File: src/rtl/pipe_adder_pkg.sv
`default_nettype none
// ============================================================================
// Module   : pipe_adder_pkg
// Brief    : Shared mode encoding, flag bit positions and helpers for pipe_adder.
// Revision : 1.0
// ============================================================================
package pipe_adder_pkg;

    typedef enum logic [1:0] {
        MODE_ADD = 2'b00,
        MODE_ADC = 2'b01,
        MODE_SUB = 2'b10,
        MODE_SBB = 2'b11
    } mode_e;

    localparam int FLAG_CF   = 0;
    localparam int FLAG_PF   = 1;
    localparam int FLAG_AF   = 2;
    localparam int FLAG_ZF   = 3;
    localparam int FLAG_SF   = 4;
    localparam int FLAG_OF   = 5;
    localparam int NUM_FLAGS = 6;

    function automatic logic even_parity8(input logic [7:0] v);
        return ~(^v);
    endfunction

endpackage
`default_nettype wire

File: src/rtl/pipe_adder_slice.sv
`default_nettype none
// ============================================================================
// Module   : adder_slice
// Brief    : Combinational SW-bit add with carry-into-MSB and bit AF_BIT carry.
// Revision : 1.0
// ============================================================================
module adder_slice
    import pipe_adder_pkg::*;
#(
    parameter int SW     = 8,
    parameter int AF_BIT = 3
) (
    input  logic [SW-1:0] a_i,
    input  logic [SW-1:0] b_i,
    input  logic          cin_i,
    output logic [SW-1:0] sum_o,
    output logic          cout_o,
    output logic          cmsb_o,
    output logic          c3_o
);

    logic [SW:0] w_full;

    assign w_full = {1'b0, a_i} + {1'b0, b_i} + {{SW{1'b0}}, cin_i};
    assign sum_o  = w_full[SW-1:0];
    assign cout_o = w_full[SW];

    // Carry into a bit is recovered as a ^ b ^ sum at that bit.
    assign cmsb_o = a_i[SW-1] ^ b_i[SW-1] ^ sum_o[SW-1];

    if (AF_BIT + 1 < SW) begin : g_c3_inner
        assign c3_o = a_i[AF_BIT+1] ^ b_i[AF_BIT+1] ^ sum_o[AF_BIT+1];
    end else begin : g_c3_top
        assign c3_o = w_full[SW];
    end

endmodule
`default_nettype wire

File: src/rtl/pipe_adder.sv
`default_nettype none
// ============================================================================
// Module   : pipe_adder
// Brief    : STAGES-deep carry-chained add/sub with x86 flags and valid/ready.
// Revision : 1.0
// ============================================================================
module pipe_adder
    import pipe_adder_pkg::*;
#(
    parameter int WIDTH  = 32,
    parameter int STAGES = 4
) (
    input  logic             clk,
    input  logic             reset_n,
    input  logic             in_valid,
    output logic             in_ready,
    input  logic [1:0]       in_mode,
    input  logic [WIDTH-1:0] in_a,
    input  logic [WIDTH-1:0] in_b,
    input  logic             in_cf,
    output logic             out_valid,
    input  logic             out_ready,
    output logic [WIDTH-1:0] out_sum,
    output logic [5:0]       out_flags
);

    localparam int SW       = WIDTH / STAGES;
    localparam int AF_STAGE = 3 / SW;
    localparam int AF_LOCAL = 3 % SW;

    logic             w_en;
    logic             w_sub;
    logic             w_c0;
    logic [WIDTH-1:0] w_bp;

    assign w_en     = !(out_valid && !out_ready);
    assign in_ready = w_en;
    assign w_sub    = in_mode[1];
    assign w_bp     = w_sub ? ~in_b : in_b;

    always_comb begin
        w_c0 = 1'b0;
        case (mode_e'(in_mode))
            MODE_ADD: w_c0 = 1'b0;
            MODE_ADC: w_c0 = in_cf;
            MODE_SUB: w_c0 = 1'b1;
            MODE_SBB: w_c0 = ~in_cf;
            default:  w_c0 = 1'b0;
        endcase
    end

    for (genvar k = 0; k < STAGES; k++) begin : g_stage
        // Operand bits not yet added, including this stage's slice.
        localparam int REM = WIDTH - k * SW;

        logic [REM-1:0]        w_a;
        logic [REM-1:0]        w_b;
        logic                  w_cin;
        logic                  w_op_sub;
        logic                  w_v;
        logic                  w_af_in;
        logic [SW-1:0]         w_slice_sum;
        logic                  w_cout;
        logic                  w_cmsb;
        logic                  w_c3;
        logic                  w_af;
        logic [(k+1)*SW-1:0]   w_sum_cat;

        if (k == 0) begin : g_src_in
            assign w_a       = in_a;
            assign w_b       = w_bp;
            assign w_cin     = w_c0;
            assign w_op_sub  = w_sub;
            assign w_v       = in_valid;
            assign w_af_in   = 1'b0;
            assign w_sum_cat = w_slice_sum;
        end else begin : g_src_prev
            assign w_a       = g_stage[k-1].g_skew.a_q;
            assign w_b       = g_stage[k-1].g_skew.b_q;
            assign w_cin     = g_stage[k-1].g_skew.c_q;
            assign w_op_sub  = g_stage[k-1].g_skew.sub_q;
            assign w_v       = g_stage[k-1].g_skew.v_q;
            assign w_af_in   = g_stage[k-1].g_skew.af_q;
            assign w_sum_cat = {w_slice_sum, g_stage[k-1].g_skew.sum_q};
        end

        adder_slice #(
            .SW     (SW),
            .AF_BIT ((k == AF_STAGE) ? AF_LOCAL : 0)
        ) u_slice (
            .a_i    (w_a[SW-1:0]),
            .b_i    (w_b[SW-1:0]),
            .cin_i  (w_cin),
            .sum_o  (w_slice_sum),
            .cout_o (w_cout),
            .cmsb_o (w_cmsb),
            .c3_o   (w_c3)
        );

        assign w_af = (k == AF_STAGE) ? (w_c3 ^ w_op_sub) : w_af_in;

        if (k < STAGES - 1) begin : g_skew
            logic [REM-SW-1:0]   a_q;
            logic [REM-SW-1:0]   b_q;
            logic [(k+1)*SW-1:0] sum_q;
            logic                c_q;
            logic                af_q;
            logic                sub_q;
            logic                v_q;
            logic                w_unused_cmsb;

            assign w_unused_cmsb = w_cmsb;

            always_ff @(posedge clk or negedge reset_n) begin
                if (!reset_n) begin
                    a_q   <= '0;
                    b_q   <= '0;
                    sum_q <= '0;
                    c_q   <= 1'b0;
                    af_q  <= 1'b0;
                    sub_q <= 1'b0;
                    v_q   <= 1'b0;
                end else if (w_en) begin
                    a_q   <= w_a[REM-1:SW];
                    b_q   <= w_b[REM-1:SW];
                    sum_q <= w_sum_cat;
                    c_q   <= w_cout;
                    af_q  <= w_af;
                    sub_q <= w_op_sub;
                    v_q   <= w_v;
                end
            end
        end else begin : g_final
            logic [WIDTH-1:0] sum_q;
            logic [5:0]       flags_d;
            logic [5:0]       flags_q;
            logic             v_q;

            always_comb begin
                flags_d          = '0;
                flags_d[FLAG_CF] = w_cout ^ w_op_sub;
                flags_d[FLAG_PF] = even_parity8(w_sum_cat[7:0]);
                flags_d[FLAG_AF] = w_af;
                flags_d[FLAG_ZF] = (w_sum_cat == '0);
                flags_d[FLAG_SF] = w_sum_cat[WIDTH-1];
                flags_d[FLAG_OF] = w_cmsb ^ w_cout;
            end

            // Sum and flags share one register so they can never skew apart.
            always_ff @(posedge clk or negedge reset_n) begin
                if (!reset_n) begin
                    sum_q   <= '0;
                    flags_q <= '0;
                    v_q     <= 1'b0;
                end else if (w_en) begin
                    sum_q   <= w_sum_cat;
                    flags_q <= flags_d;
                    v_q     <= w_v;
                end
            end
        end
    end

    assign out_valid = g_stage[STAGES-1].g_final.v_q;
    assign out_sum   = g_stage[STAGES-1].g_final.sum_q;
    assign out_flags = g_stage[STAGES-1].g_final.flags_q;

endmodule
`default_nettype wire
File: config.mk
export PLATFORM = sky130hd
export DESIGN_NAME = pipe_adder
export DESIGN_NICKNAME = d
export VERILOG_FILES = /design/src/rtl/pipe_adder_pkg.sv /design/src/rtl/pipe_adder_slice.sv /design/src/rtl/pipe_adder.sv
export SDC_FILE = /design/constraint.sdc
export NUM_CORES = 1
export LEC_CHECK = 0
export BUFFER_PORTS_ARGS = -buffer_cell sky130_fd_sc_hd__clkbuf_2
export CAP_MARGIN = 40
export CELL_PAD_IN_SITES_DETAIL_PLACEMENT = 0
export CELL_PAD_IN_SITES_GLOBAL_PLACEMENT = 1
export CORE_MARGIN = 1.5
export CORE_UTILIZATION = 45
export DETAILED_ROUTE_END_ITERATION = 10
export PLACE_DENSITY = 0.83
export SETUP_SLACK_MARGIN = 0.5
export SLEW_MARGIN = 10
export SYNTH_ARGS = -nofsm -noshare
export SYNTH_HDL_FRONTEND = slang
export SYNTH_HIERARCHICAL = 1
export SYNTH_SLANG_ARGS = --single-unit
File: constraint.sdc
create_clock -name clk -period 2.8 [get_ports clk]
set_input_delay 0.28 -clock clk [delete_from_list [all_inputs] [get_ports clk]]
set_output_delay 0.28 -clock clk [all_outputs]
set_load 0.05 [all_outputs]
==> impl_metrics.json <==
{
  "worst-path-max-fanout": 2,
  "min_path_type": "input pin to register",
  "timing.final.ws_setup_ns": 0.5997,
  "worst_skew_pair.late_latency_ns": 0.43,
  "power_density_mw_per_mm2": 1248,
  "wl_um": 18210,
  "grt_max_degree": 220,
  "p_leak_nw": 5.513,
  "place_ws_ns": 0.4713,
  "vdd_drop_max_v": 0.001382,
  "drv_slew": 0,
  "crit_family": "simple AND/OR/NAND/NOR gates",
  "synth_nets": 1131,
  "start_util": 0.4565,
  "power.share.combinational": 0.454,
  "num_rows": 52,
  "die_w_um": 146.0,
  "first_global_vias": 6468,
  "grt_usage": 0.1832,
  "die_h_um": 146.0,
  "holdWs_ns": 0.04097,
  "dieArea_mm2": 0.02133,
  "clk_path_buf_depth": 2,
  "setup_violations": 0,
  "p_clk_frac": 0.190,
  "io_buffer_count": 110,
  "rsz0062_at_grt": "no",
  "antenna_cells": 0,
  "numCtsBuffers": 17,
  "status": "complete, no violations",
  "antenna_found_initial": 0,
  "cts_num_sinks": 194,
  "io_pins": 111,
  "slowest_stage": "fa_2",
  "core_area_mm2": 0.02017,
  "ys_warn_count": 6,
  "switching_power_mw": 5.537,
  "max_freq_mhz": 454.5,
  "start_kind": "register",
  "h-tree-depth": 4,
  "syn_area_mm2": 0.009206,
  "fin_crit_ns": 2.200,
  "num_vias": 6603,
  "period_share": 0.7858,
  "crit_required_ns": 3.15,
  "path_cells": "inv_2 > fa_2 > nand3b_1 > buf_6 > a21oi_4 > nor4_1 > a311o_1 > nor4_2 > nand4_1 > o21ai_1",
  "grt_pass1_wl_um": 31610,
  "maxCapViolations": 0,
  "gp_congestion": 0.7749,
  "cp_slowest_stage_delay_ns": 0.39,
  "critPathBufInv": 2,
  "path_clk_slew_ns": 0.06,
  "finClkSkew_ns": 0.009497,
  "avgSynthCellArea_um2": 9.026,
  "slew_headroom": 0.3505,
  "dpl.hpwl_um": 12020,
  "drc": 0,
  "drt-wirelength-per-cell_um": 12.99,
  "netlist_instances": 1020,
  "cts_root_buf": "clkbuf_16",
  "cts_tree": "yes",
  "internal-power_mw": 7.734,
  "nets": 1231,
  "areaGrowthSynthToFinish_pct": 15.47,
  "fin_tns_setup_ns": 0,
  "endpoint_kind": "register",
  "antenna_left": 0,
  "overflow": 0,
  "drtIter0Drc": 336,
  "crit_type": "register to register",
  "sw_frac_of_total": 0.4173,
  "viasPerCell": 4.710,
  "worstMarginPinSlew_ns": 0.9743,
  "drt-pass1-iter-count": 5,
  "final_layout_size_suffix_gt1_frac": 0.1599,
  "seq_power_share": 0.356,
  "arrival_ns": 2.55,
  "hold_viol": 0
}
-- cells in the final DEF, fill, tap and decap left out, drive strengths merged, types with 17 or more instances in the layout --
master and instances:
clkbuf 137, o21ai 48, nand2 498, a21oi 25
inv 40, buf 17, xnor2 35, ha 32
dfrtp 194, xor2 17
-- final timing paths --
| path | from | to | slack (ns) | cells past startpoint |
|---|---|---|---|---|
| max in group asynchronous | reset_n | g_stage[0].g_skew.a_q[22] | 1.52 | 3 |
| setup reg to reg | g_stage[2].g_skew.c_q | out_flags[3] | 0.60 | 10 |
| setup / recovery | g_stage[2].g_skew.c_q | out_flags[3] | 0.60 | 10 |
| hold reg to reg | g_stage[2].g_skew.v_q | out_valid | 0.46 | 1 |
| hold / removal | in_a[10] | g_stage[0].g_skew.a_q[2] | 0.04 | 3 |
| min in group asynchronous | reset_n | out_sum[13] | 0.44 | 2 |
-- layer usage --
| metal | wire, um | track usage | vias to the layer above |
|---|---|---|---|
| met5 | 0 | 0 | - |
| met4 | 143 | 0.04899 | 0 |
| met3 | 776 | 0.04531 | 9 |
| met2 | 8427 | 0.2829 | 97 |
| met1 | 8866 | 0.2595 | 3050 |
| li1 | - | - | 3447 |
-- flip-flops by register name (all words and copies together) (netlist names) --
name                  cells
g_stage.g_skew.v_q        3
out_valid                 1
g_stage.g_skew.af_q       3
g_stage.g_skew.sum_q     48
out_flags                 6
g_stage.g_skew.c_q        3
g_stage.g_skew.b_q       48
out_sum                  31
g_stage.g_skew.sub_q      3
g_stage.g_skew.a_q       48
-- worst register-to-register path: stages (launching register included) --
cell	delay, ns
dfrtp_1	0.36
inv_2	0.05
fa_2	0.39
nand3b_1	0.21
buf_6	0.15
a21oi_4	0.11
nor4_1	0.06
a311o_1	0.31
nor4_2	0.26
nand4_1	0.11
o21ai_1	0.14
-- layout make-up --
class / count / area, um2
clock buffer: 27 / 513.0
fill: 1942 / 9539
tap: 270 / 337.8
clock inverter: 4 / 95.09
sequential: 194 / 4855
timing repair buffer: 128 / 750.7
inverter: 40 / 152.6
multi-input combinational: 739 / 3926
-- per-stage QoR --
stage,cell area (um2),util,std cells,power [mW]
6_report,10630,0.5270,1402,13.27
5_1_grt,10630,0.5270,1402,14.43
4_1_cts,10560,0.5234,1396,13.27
3_5_place_dp,9894,0.4906,1361,10.61
3_3_place_gp,9894,0.4906,1361,10.45
2_1_floorplan,9206,-,1020,9.294
-- power by group through the flow --
stage	clock (mW)	sequential, mW	combinational (mW)
floorplan	0	5.54	3.76
global placement	0	4.75	5.70
detailed placement	0	4.79	5.82
CTS	2.58	4.75	5.94
global route	2.70	4.91	6.81
finish	2.52	4.73	6.02
-- timing repair --
| action | in CTS | in global routing |
|---|---|---|
| pin swaps | 3 | 11 |
| resized for setup | 4 | 10 |
| hold buffers | 1 | 0 |
| hold endpoints to repair | 68 | 0 |
| setup buffers | 3 | 6 |
| setup endpoints to repair | 1 | 1 |
Note: power is estimated with default switching activity, not from simulation.
